`config.mk`:
```
export PLATFORM = sky130hd
export DESIGN_NAME = fetch_stage
export DESIGN_NICKNAME = d
export VERILOG_FILES = /design/src/rtl/fetch_pkg.sv /design/src/rtl/if_id_reg.sv /design/src/rtl/fetch_stage.sv
export SDC_FILE = /design/constraint.sdc
export NUM_CORES = 1
export LEC_CHECK = 0
export ABC_AREA = 1
export BUFFER_PORTS_ARGS = -buffer_cell sky130_fd_sc_hd__buf_4
export CORE_MARGIN = 3
export CORE_UTILIZATION = 25
export DETAILED_ROUTE_END_ITERATION = 10
export GPL_TIMING_DRIVEN = 0
export PLACE_DENSITY = 0.45
export SLEW_MARGIN = 0
export SYNTH_ARGS = -nofsm -noshare
export SYNTH_HDL_FRONTEND = slang
export SYNTH_HIERARCHICAL = 1
export SYNTH_SLANG_ARGS = --single-unit
```
`constraint.sdc`:
```
create_clock -name clk -period 4.6 [get_ports clk]
set_input_delay 0.92 -clock clk [delete_from_list [all_inputs] [get_ports clk]]
set_output_delay 0.92 -clock clk [all_outputs]
set_load 0.02 [all_outputs]
```
`src/rtl/fetch_pkg.sv`:
```
// Shared definitions for the instruction fetch stage.
package fetch_pkg;

  localparam logic [31:0] RESET_PC_DEFAULT = 32'h0000_0000;
  localparam logic [31:0] NOP_INSTR        = 32'h0000_0013;

  typedef enum logic [1:0] {
    S_FETCH = 2'd0,
    S_WAIT  = 2'd1,
    S_HOLD  = 2'd2,
    S_DRAIN = 2'd3
  } fetch_state_e;

  function automatic logic [31:0] align_word(input logic [31:0] addr);
    return {addr[31:2], 2'b00};
  endfunction

endpackage

```
`src/rtl/if_id_reg.sv`:
```
// IF/ID pipeline register; load beats bubble, bubble beats hold.
module if_id_reg
  import fetch_pkg::*;
(
  input  logic        clk,
  input  logic        rst,
  input  logic        load_i,
  input  logic        bubble_i,
  input  logic [31:0] pc_i,
  input  logic [31:0] instr_i,
  output logic [31:0] pc_o,
  output logic [31:0] instr_o,
  output logic        valid_o
);

  logic [31:0] pc_q, pc_d;
  logic [31:0] instr_q, instr_d;
  logic        valid_q, valid_d;

  always_comb begin
    pc_d    = pc_q;
    instr_d = instr_q;
    valid_d = valid_q;
    if (load_i) begin
      pc_d    = pc_i;
      instr_d = instr_i;
      valid_d = 1'b1;
    end else if (bubble_i) begin
      pc_d    = 32'h0000_0000;
      instr_d = NOP_INSTR;
      valid_d = 1'b0;
    end
  end

  always_ff @(posedge clk) begin
    if (rst) begin
      pc_q    <= 32'h0000_0000;
      instr_q <= NOP_INSTR;
      valid_q <= 1'b0;
    end else begin
      pc_q    <= pc_d;
      instr_q <= instr_d;
      valid_q <= valid_d;
    end
  end

  assign pc_o    = pc_q;
  assign instr_o = instr_q;
  assign valid_o = valid_q;

endmodule

```
`src/rtl/fetch_stage.sv`:
```
// Instruction fetch: single-outstanding imem requests, stall hold buffer,
// and jump redirect with drain of the in-flight response.
module fetch_stage
  import fetch_pkg::*;
#(
  parameter logic [31:0] RESET_PC = RESET_PC_DEFAULT
) (
  input  logic        clk,
  input  logic        rst,
  input  logic        wb_pc_f_hazard,
  input  logic        jump,
  input  logic [31:0] jump_addr,
  output logic        imem_req,
  output logic [31:0] imem_addr,
  input  logic        imem_ready,
  input  logic        imem_rvalid,
  input  logic [31:0] imem_rdata,
  output logic [31:0] pc_D,
  output logic [31:0] instr_D,
  output logic        valid_D
);

  fetch_state_e state_q, state_d;
  logic [31:0]  pc_f_q, pc_f_d;
  logic [31:0]  hold_q, hold_d;

  logic         ifid_load;
  logic         ifid_bubble;
  logic [31:0]  ifid_instr;
  logic         accept;
  logic         stall;

  assign stall     = wb_pc_f_hazard;
  assign imem_req  = (state_q == S_FETCH) && !stall && !rst;
  assign imem_addr = pc_f_q;
  assign accept    = imem_req && imem_ready;

  always_comb begin
    state_d     = state_q;
    pc_f_d      = pc_f_q;
    hold_d      = hold_q;
    ifid_load   = 1'b0;
    ifid_bubble = !stall;
    ifid_instr  = imem_rdata;

    if (jump) begin
      // Redirect wins over stall; anything in flight must be dropped.
      ifid_bubble = 1'b1;
      pc_f_d      = align_word(jump_addr);
      case (state_q)
        S_FETCH: state_d = accept      ? S_DRAIN : S_FETCH;
        S_WAIT:  state_d = imem_rvalid ? S_FETCH : S_DRAIN;
        S_HOLD:  state_d = S_FETCH;
        S_DRAIN: state_d = imem_rvalid ? S_FETCH : S_DRAIN;
        default: state_d = S_FETCH;
      endcase
    end else begin
      case (state_q)
        S_FETCH: begin
          if (accept) state_d = S_WAIT;
        end
        S_WAIT: begin
          if (imem_rvalid) begin
            if (!stall) begin
              ifid_load = 1'b1;
              pc_f_d    = pc_f_q + 32'd4;
              state_d   = S_FETCH;
            end else begin
              hold_d  = imem_rdata;
              state_d = S_HOLD;
            end
          end
        end
        S_HOLD: begin
          if (!stall) begin
            ifid_load  = 1'b1;
            ifid_instr = hold_q;
            pc_f_d     = pc_f_q + 32'd4;
            state_d    = S_FETCH;
          end
        end
        S_DRAIN: begin
          if (imem_rvalid) state_d = S_FETCH;
        end
        default: state_d = S_FETCH;
      endcase
    end
  end

  always_ff @(posedge clk) begin
    if (rst) begin
      state_q <= S_FETCH;
      pc_f_q  <= RESET_PC;
      hold_q  <= 32'h0000_0000;
    end else begin
      state_q <= state_d;
      pc_f_q  <= pc_f_d;
      hold_q  <= hold_d;
    end
  end

  if_id_reg u_if_id (
    .clk      (clk),
    .rst      (rst),
    .load_i   (ifid_load),
    .bubble_i (ifid_bubble),
    .pc_i     (pc_f_q),
    .instr_i  (ifid_instr),
    .pc_o     (pc_D),
    .instr_o  (instr_D),
    .valid_o  (valid_D)
  );

endmodule

```
==> flow_summary.toml, run 1 <==
[run_status]
status = "completed"

[die]
placementRows = 58
die_h_microns = 168.7
die_area_sq_mm = 0.02845
ios = 168
start_util_pct = 25.83
die_width_microns = 168.7
core_sq_mm = 0.02562

[synthesis]
yosys_warnings = 6
synthesis.area_sq_mm = 0.006616
avgSynthCellArea_sq_um = 6.499
ys_ff_latch = 129
ys_types = 34
syn_inst = 1018
ys_seq_area_share_pct = 39.03

[setup_path]
cp_slowest_cell = "buf_1"
ff2ff_setup_slack_ps = 2370
startpoint_type = "primary input"
slowest_delay_ps = 520
critical_path.max_fanout = 10
crit_type = "in2reg"
path_cells = "buf_4 -> inv_2 -> buf_1 -> nand3_1 -> a21oi_1 -> buf_2 -> buf_2 -> nand2_1 -> a21oi_1"
required_ps = 4950
end_kind = "register"
arrival_ps = 3130

[timing]
whs_ps = 459.1
min_period_ps = 2780
finClkSkew_ps = 12.40
setup_violations = 0
slew_violations = 0
rsz0062_at_grt = "false"
clock.fmax_mhz = 359.7
relSlewSlack_pct = 55.13
worst_pin_slew_ps = 673.1
hold_viol = 0
finalCritPeriodShare_pct = 60.44
setup-tns-final_ps = 0

[final_layout]
seq_area_sq_mm = 0.002582
multi_input_area_sq_mm = 0.003453
fin_nets = 1278
fillers = 2833
final_layout_size_suffix_gt1_share_pct = 21.73
syn2layout_area_growth_pct = 33.98
diodes = 0

[global_route]
track_usage_pct = 16.73
overflow = 0
grt_pass1_vias = 6729
antenna_found_initial = 0
grt_start_max_net_pins = 17
grt_pass1_wl_microns = 37500

[clock_network]
insertion_delay_ps = 440
numCtsBuffers = 17
clock_path_buffers = 2
cts_resized = 0
cts_tree = "built"
clkSinkCount = 129
path_clk_slew_ps = 60
post_cts_buffers = 0
root_buffer = "clkbuf_16"
holdBufCountCts = 0
htree_levels = 4

[routing]
viasPerCell = 4.515
firstDrtPassIters = 5
drc = 0
first_iter_violations = 370
wl_per_cell_microns = 15.67
vias = 6976
detail-route-antenna-nets = 0
wirelength_microns = 24210

[placed_design]
port_buffers = 162
dpl.hpwl_microns = 18030
place.gp.congestion = 0.8984

[pwr]
power_leakage_uw = 0.003666
p_per_area_mw_per_mm2 = 393.2
ir_worst_vdd_uv = 192.7

[worst_hold_path]
holdCritPathClass = "reg2reg"

[flow_run]
drv_cap = 0
metal layers:
layer	up-vias	GRT usage, %	wire length, microns
met2	176	27.11	11050
met5	-	0	0
met3	22	3.270	1292
li1	3623	-	-
met4	0	5.016	332
met1	3155	22.61	11530
stage by stage:
stage	utilization [%]	worst slack (ps)	cell area, sq um	std cells	total power (uW)
after floorplan	-	2297	6628	1021	1777
after global placement	32.23	1321	8257	1513	2084
after detailed placement	32.23	1356	8257	1513	2085
after CTS	34.60	1804	8865	1545	3531
after global routing	34.60	1658	8865	1545	3676
final	34.60	1820	8865	1545	3486
path summary, 6_finish.rpt:
check / cells after the start / from / to
worst max-delay path: 9 / jump / u_if_id/instr_o[6]
worst min-delay path: 2 / u_if_id/pc_o[18] / u_if_id/pc_o[18]
worst max register to register: 8 / state_q[0] / u_if_id/instr_o[6]
worst min register to register: 2 / u_if_id/pc_o[18] / u_if_id/pc_o[18]
critical path: cells and delay by family:
family	cells	cell delay [ps]
buffers and inverters	5	1460
AOI/OAI and AO/OA	2	470
and+or+nand+nor	2	260
cell type report:
class / instances / area share [%]
Timing Repair Buffer: 162 / 13.72
Clock inverter: 15 / 2.061
Tap cell: 330 / 4.658
Multi-Input combinational cell: 761 / 38.96
Inverter: 71 / 3.006
Buffer: 60 / 3.670
Sequential cell: 129 / 29.13
Clock buffer: 17 / 4.799
cell families after synthesis:
group	after synthesis	synth area share, %
other cells	1	0.05668
compound gates	224	17.76
buf+inv	131	8.945
flops	129	39.03
simple gates	519	31.86
mux	8	1.210
fa+ha+maj	6	1.135
synth_stat cells:
library cell	count	area [sq um]
a211oi_1	8	60.06
a31oi_1	2	12.51
nand2_4	1	11.26
nand2_1	328	1231
o211ai_1	1	7.510
and2_1	2	12.51
buf_6	6	67.56
nor2_2	11	68.82
a21oi_1	90	450.4
nor2_4	4	45.04
clkbuf_1	24	90.09
inv_2	6	22.52
a21oi_2	5	43.79
o21ai_0	89	445.4
mux2i_1	8	80.08
conb_1	1	3.750
ha_1	6	75.07
nand3_1	31	155.2
inv_1	63	236.5
nor2_8	1	20.02
nand2_2	7	43.79
nor3_1	5	25.02
o21ai_1	25	125.1
or2_0	2	12.51
buf_2	20	100.1
o22ai_1	1	6.260
nor2_1	126	473.0
clkinv_1	2	7.510
a22o_1	1	8.760
dfxtp_1	129	2582
o21bai_1	2	15.01
nor3_2	1	10.01
buf_1	2	7.510
buf_4	8	60.06
registers in the layout, indices dropped and copies added, names as in the netlist:
| name | flops |
|---|---|
| u_if_id/instr_o | 32 |
| u_if_id/pc_o | 32 |
| hold_q | 32 |
| state_q | 2 |
| u_if_id/valid_o | 1 |
| imem_addr | 30 |
report_power, final:
| part | switching [uW] | internal, uW |
|---|---|---|
| combinational | 481 | 272 |
| sequential | 96.6 | 1200 |
| clock | 607 | 826 |
placed cells by master, fill, tap and decap left out, types with 2 or more instances in the layout:
cell type	synthesis	routed
buf_1	2	2
nor2_4	4	4
mux2i_1	8	8
clkinv_1	2	2
buf_4	8	170
a211oi_1	8	8
clkbuf_1	24	24
nor2_2	11	11
nand2_1	328	328
conb_1	1	4
nor2_1	126	126
inv_2	6	6
inv_6	0	7
nand2_2	7	7
ha_1	6	6
inv_1	63	63
inv_8	0	4
o21bai_1	2	2
o21ai_0	89	89
nand3_1	31	31
or2_0	2	2
o21ai_1	25	25
a21oi_2	5	5
dfxtp_1	129	129
clkbuf_16	0	17
a31oi_1	2	2
buf_2	20	20
nor3_1	5	5
a21oi_1	90	90
buf_6	6	6
and2_1	2	2
bufinv_16	0	2
Power figures use the tool's default switching activity.
==> run 2: changes to the inputs <==
--- a/config.mk
+++ b/config.mk
@@ -5,7 +5,7 @@
 export SDC_FILE = /design/constraint.sdc
 export NUM_CORES = 1
 export LEC_CHECK = 0
-export ABC_AREA = 1
+export ABC_AREA = 0
 export BUFFER_PORTS_ARGS = -buffer_cell sky130_fd_sc_hd__buf_4
 export CORE_MARGIN = 3
 export CORE_UTILIZATION = 25
==> constraint.sdc (replaced) <==
create_clock -name clk -period 2.6 [get_ports clk]
set_input_delay 0.52 -clock clk [delete_from_list [all_inputs] [get_ports clk]]
set_output_delay 0.52 -clock clk [all_outputs]
set_load 0.02 [all_outputs]
==> run 2 against run 1 <==
First-iteration DRC count is 5.1% higher; synthesized cell count is 27% lower; clock skew is 3.1 ps lower; critical path type unchanged.
==> flow_summary.toml, run 2 <==
[setup_path]
critical_path.max_fanout = 10
required_ps = 2890
crit_type = "in2reg"
startpoint_type = "primary input"
r2r-end = "imem_addr[18]"
end_kind = "register"
ff2ff_setup_slack_ps = 240
rr_worst_depth = 8
arrival_ps = 2700
rr_startpoint = "state_q[1]"

[die]
placementRows = 59
die_area_sq_mm = 0.02897
core_sq_mm = 0.02628
ios = 168
die_h_microns = 170.2
die_width_microns = 170.2
start_util_pct = 25.65

[synthesis]
netlist_top_cells_count = "nand2_1, dfxtp_1, inv_1"
yosys_warnings = 6
ys_types = 63
yosys-top-cells-area = "dfxtp_1, o32ai_2, nand2_1"
avgSynthCellArea_sq_um = 9.098
synth.top_cell.area_share_pct = 38.31
synthesis.area_sq_mm = 0.006741
synthFlopType = "dfxtp_1"
syn_inst = 741
ys_seq_area_share_pct = 38.31
synth_top_area_cell = "dfxtp_1"
async_reset_ff_share_pct = 0
synth_edf_count = 0
yosysMostFrequentCell = "nand2_1"
ys_ff_latch = 129

[pwr]
p_per_area_mw_per_mm2 = 589.7
ir_worst_vdd_uv = 370.6
power_leakage_uw = 0.003215

[final_layout]
layout_commonest_cell = "buf_4"
fin_cells = 1273
final_layout_size_suffix_gt1_share_pct = 35.82
syn2layout_area_growth_pct = 33.87
fin_nets = 1003
fin_util_pct = 34.34
final_cell_mix = "buf_4, nand2_1, dfxtp_1"
diodes = 0
fillers = 2790

[timing]
slew_violations = 0
clock.fmax_mhz = 413.9
hold_viol = 0
finalCritPeriodShare_pct = 92.93
relSlewSlack_pct = 44.60
min_period_ps = 2416
finClkSkew_ps = 9.346
rsz0062_at_grt = "false"
worst_pin_slew_ps = 831.1
setup_violations = 0
whs_ps = 338.7

[clock_network]
insertion_delay_ps = 420
clkSinkCount = 129
numCtsBuffers = 17
cts_tree = "built"
htree_levels = 4
clock_path_buffers = 2
root_buffer = "clkbuf_16"
path_clk_slew_ps = 60

[routing]
wirelength_microns = 23280
wl_per_cell_microns = 18.28
vias = 6134
detail-route-antenna-nets = 0
firstDrtPassIters = 5
viasPerCell = 4.819
first_iter_violations = 389
drc = 0

[worst_hold_path]
worstHoldEndpoint = "imem_addr[27]"
holdCritPathClass = "in2reg"
min_from = "jump_addr[27]"
min_path_cells = 3

[global_route]
grt_start_max_net_pins = 17
track_usage_pct = 16.04
grt_pass1_vias = 6058
grt_pass1_wl_microns = 35980
overflow = 0
antenna_found_initial = 0

[placed_design]
place.gp.congestion = 0.8022
dp.cells = 1242
port_buffers = 163
dpl.hpwl_microns = 17180

[run_status]
status = "completed"

[flow_run]
drv_cap = 0
## run 2: cell types whose count changed after synthesis, sizes merged, moves of 8 or more
cell    change
o32ai      +60
o21ai     -104
or4        +12
a311oi     +13
nor2      -117
nand2     -188
or3         +8
mux2       +33
a21oi      -56
nand4      +13
nand3      -18
and4        +8
## run 2: critical path, cell delays in order
cell,delay [ps]
buf_4,150
clkbuf_1,260
clkbuf_1,340
nor4b_1,430
buf_6,200
buf_2,280
buf_2,370
o32ai_2,140
## run 2: cell type report
class	count	area, sq um	share of cell area (%)
multi-input combinational	477	3501	38.79
timing repair buffer	164	1231	13.64
sequential	129	2582	28.62
buffer	63	394.1	4.367
clock inverter	11	162.7	1.802
clock buffer	19	452.9	5.019
tap	335	419.2	4.644
inverter	75	281.5	3.119
## run 2: repair_timing
item                                    CTS  global route
endpoints found under the setup margin    0            33
gates resized for setup                   0             4
hold buffers                              0             0
setup buffers                             0             1
## run 2: cells by family after synthesis
family	count (synthesis)	synth area share, %
buf+inv	138	9.929
simple gates	265	19.40
mux	34	5.716
other cells	1	0.05563
compound gates	162	24.70
xor+xnor	6	0.7795
flops	129	38.31
fa+ha+maj	6	1.114
## run 2: worst max path at each step
| stage | slack, ps | endpoint | from |
|---|---|---|---|
| 6_report | 180 | u_if_id/pc_o[13] | jump |
| 3_3_place_gp | -310 | u_if_id/pc_o[12] | jump |
| 2_1_floorplan | 510 | u_if_id/pc_o[10] | jump |
| 3_5_place_dp | -330 | u_if_id/pc_o[13] | jump |
| 5_1_grt | 20 | u_if_id/instr_o[31] | jump |
| 4_1_cts | 40 | u_if_id/instr_o[1] | state_q[0] |
## run 2: routing by layer
metal | part of all wire (%) | routed length, microns | track usage [%] | vias to the layer above
li1 | - | - | - | 3026
met1 | 48 | 11230 | 22.23 | 2902
met2 | 46 | 10670 | 25.61 | 189
met3 | 4.9 | 1149 | 3.322 | 17
met4 | 0.98 | 227 | 3.880 | 0
met5 | 0 | 0 | 0 | -
## run 2: through the flow
stage | TNS [ps] | power (uW) | instance area, sq um | worst slack [ps]
global placement | -16300 | 2805 | 8396 | -309.7
finish | 0 | 5322 | 9025 | 183.8
floorplan | 0 | 2499 | 6753 | 513.7
detailed placement | -17480 | 2801 | 8396 | -325.4
CTS | 0 | 5394 | 9011 | 44.37
global route | 0 | 5540 | 9025 | 17.76
## run 2: report_power, final
group / internal, uW / total, uW / switching (uW)
Combinational: 274 / 633 / 358
Sequential: 2030 / 2120 / 88.2
Clock: 1640 / 2570 / 932
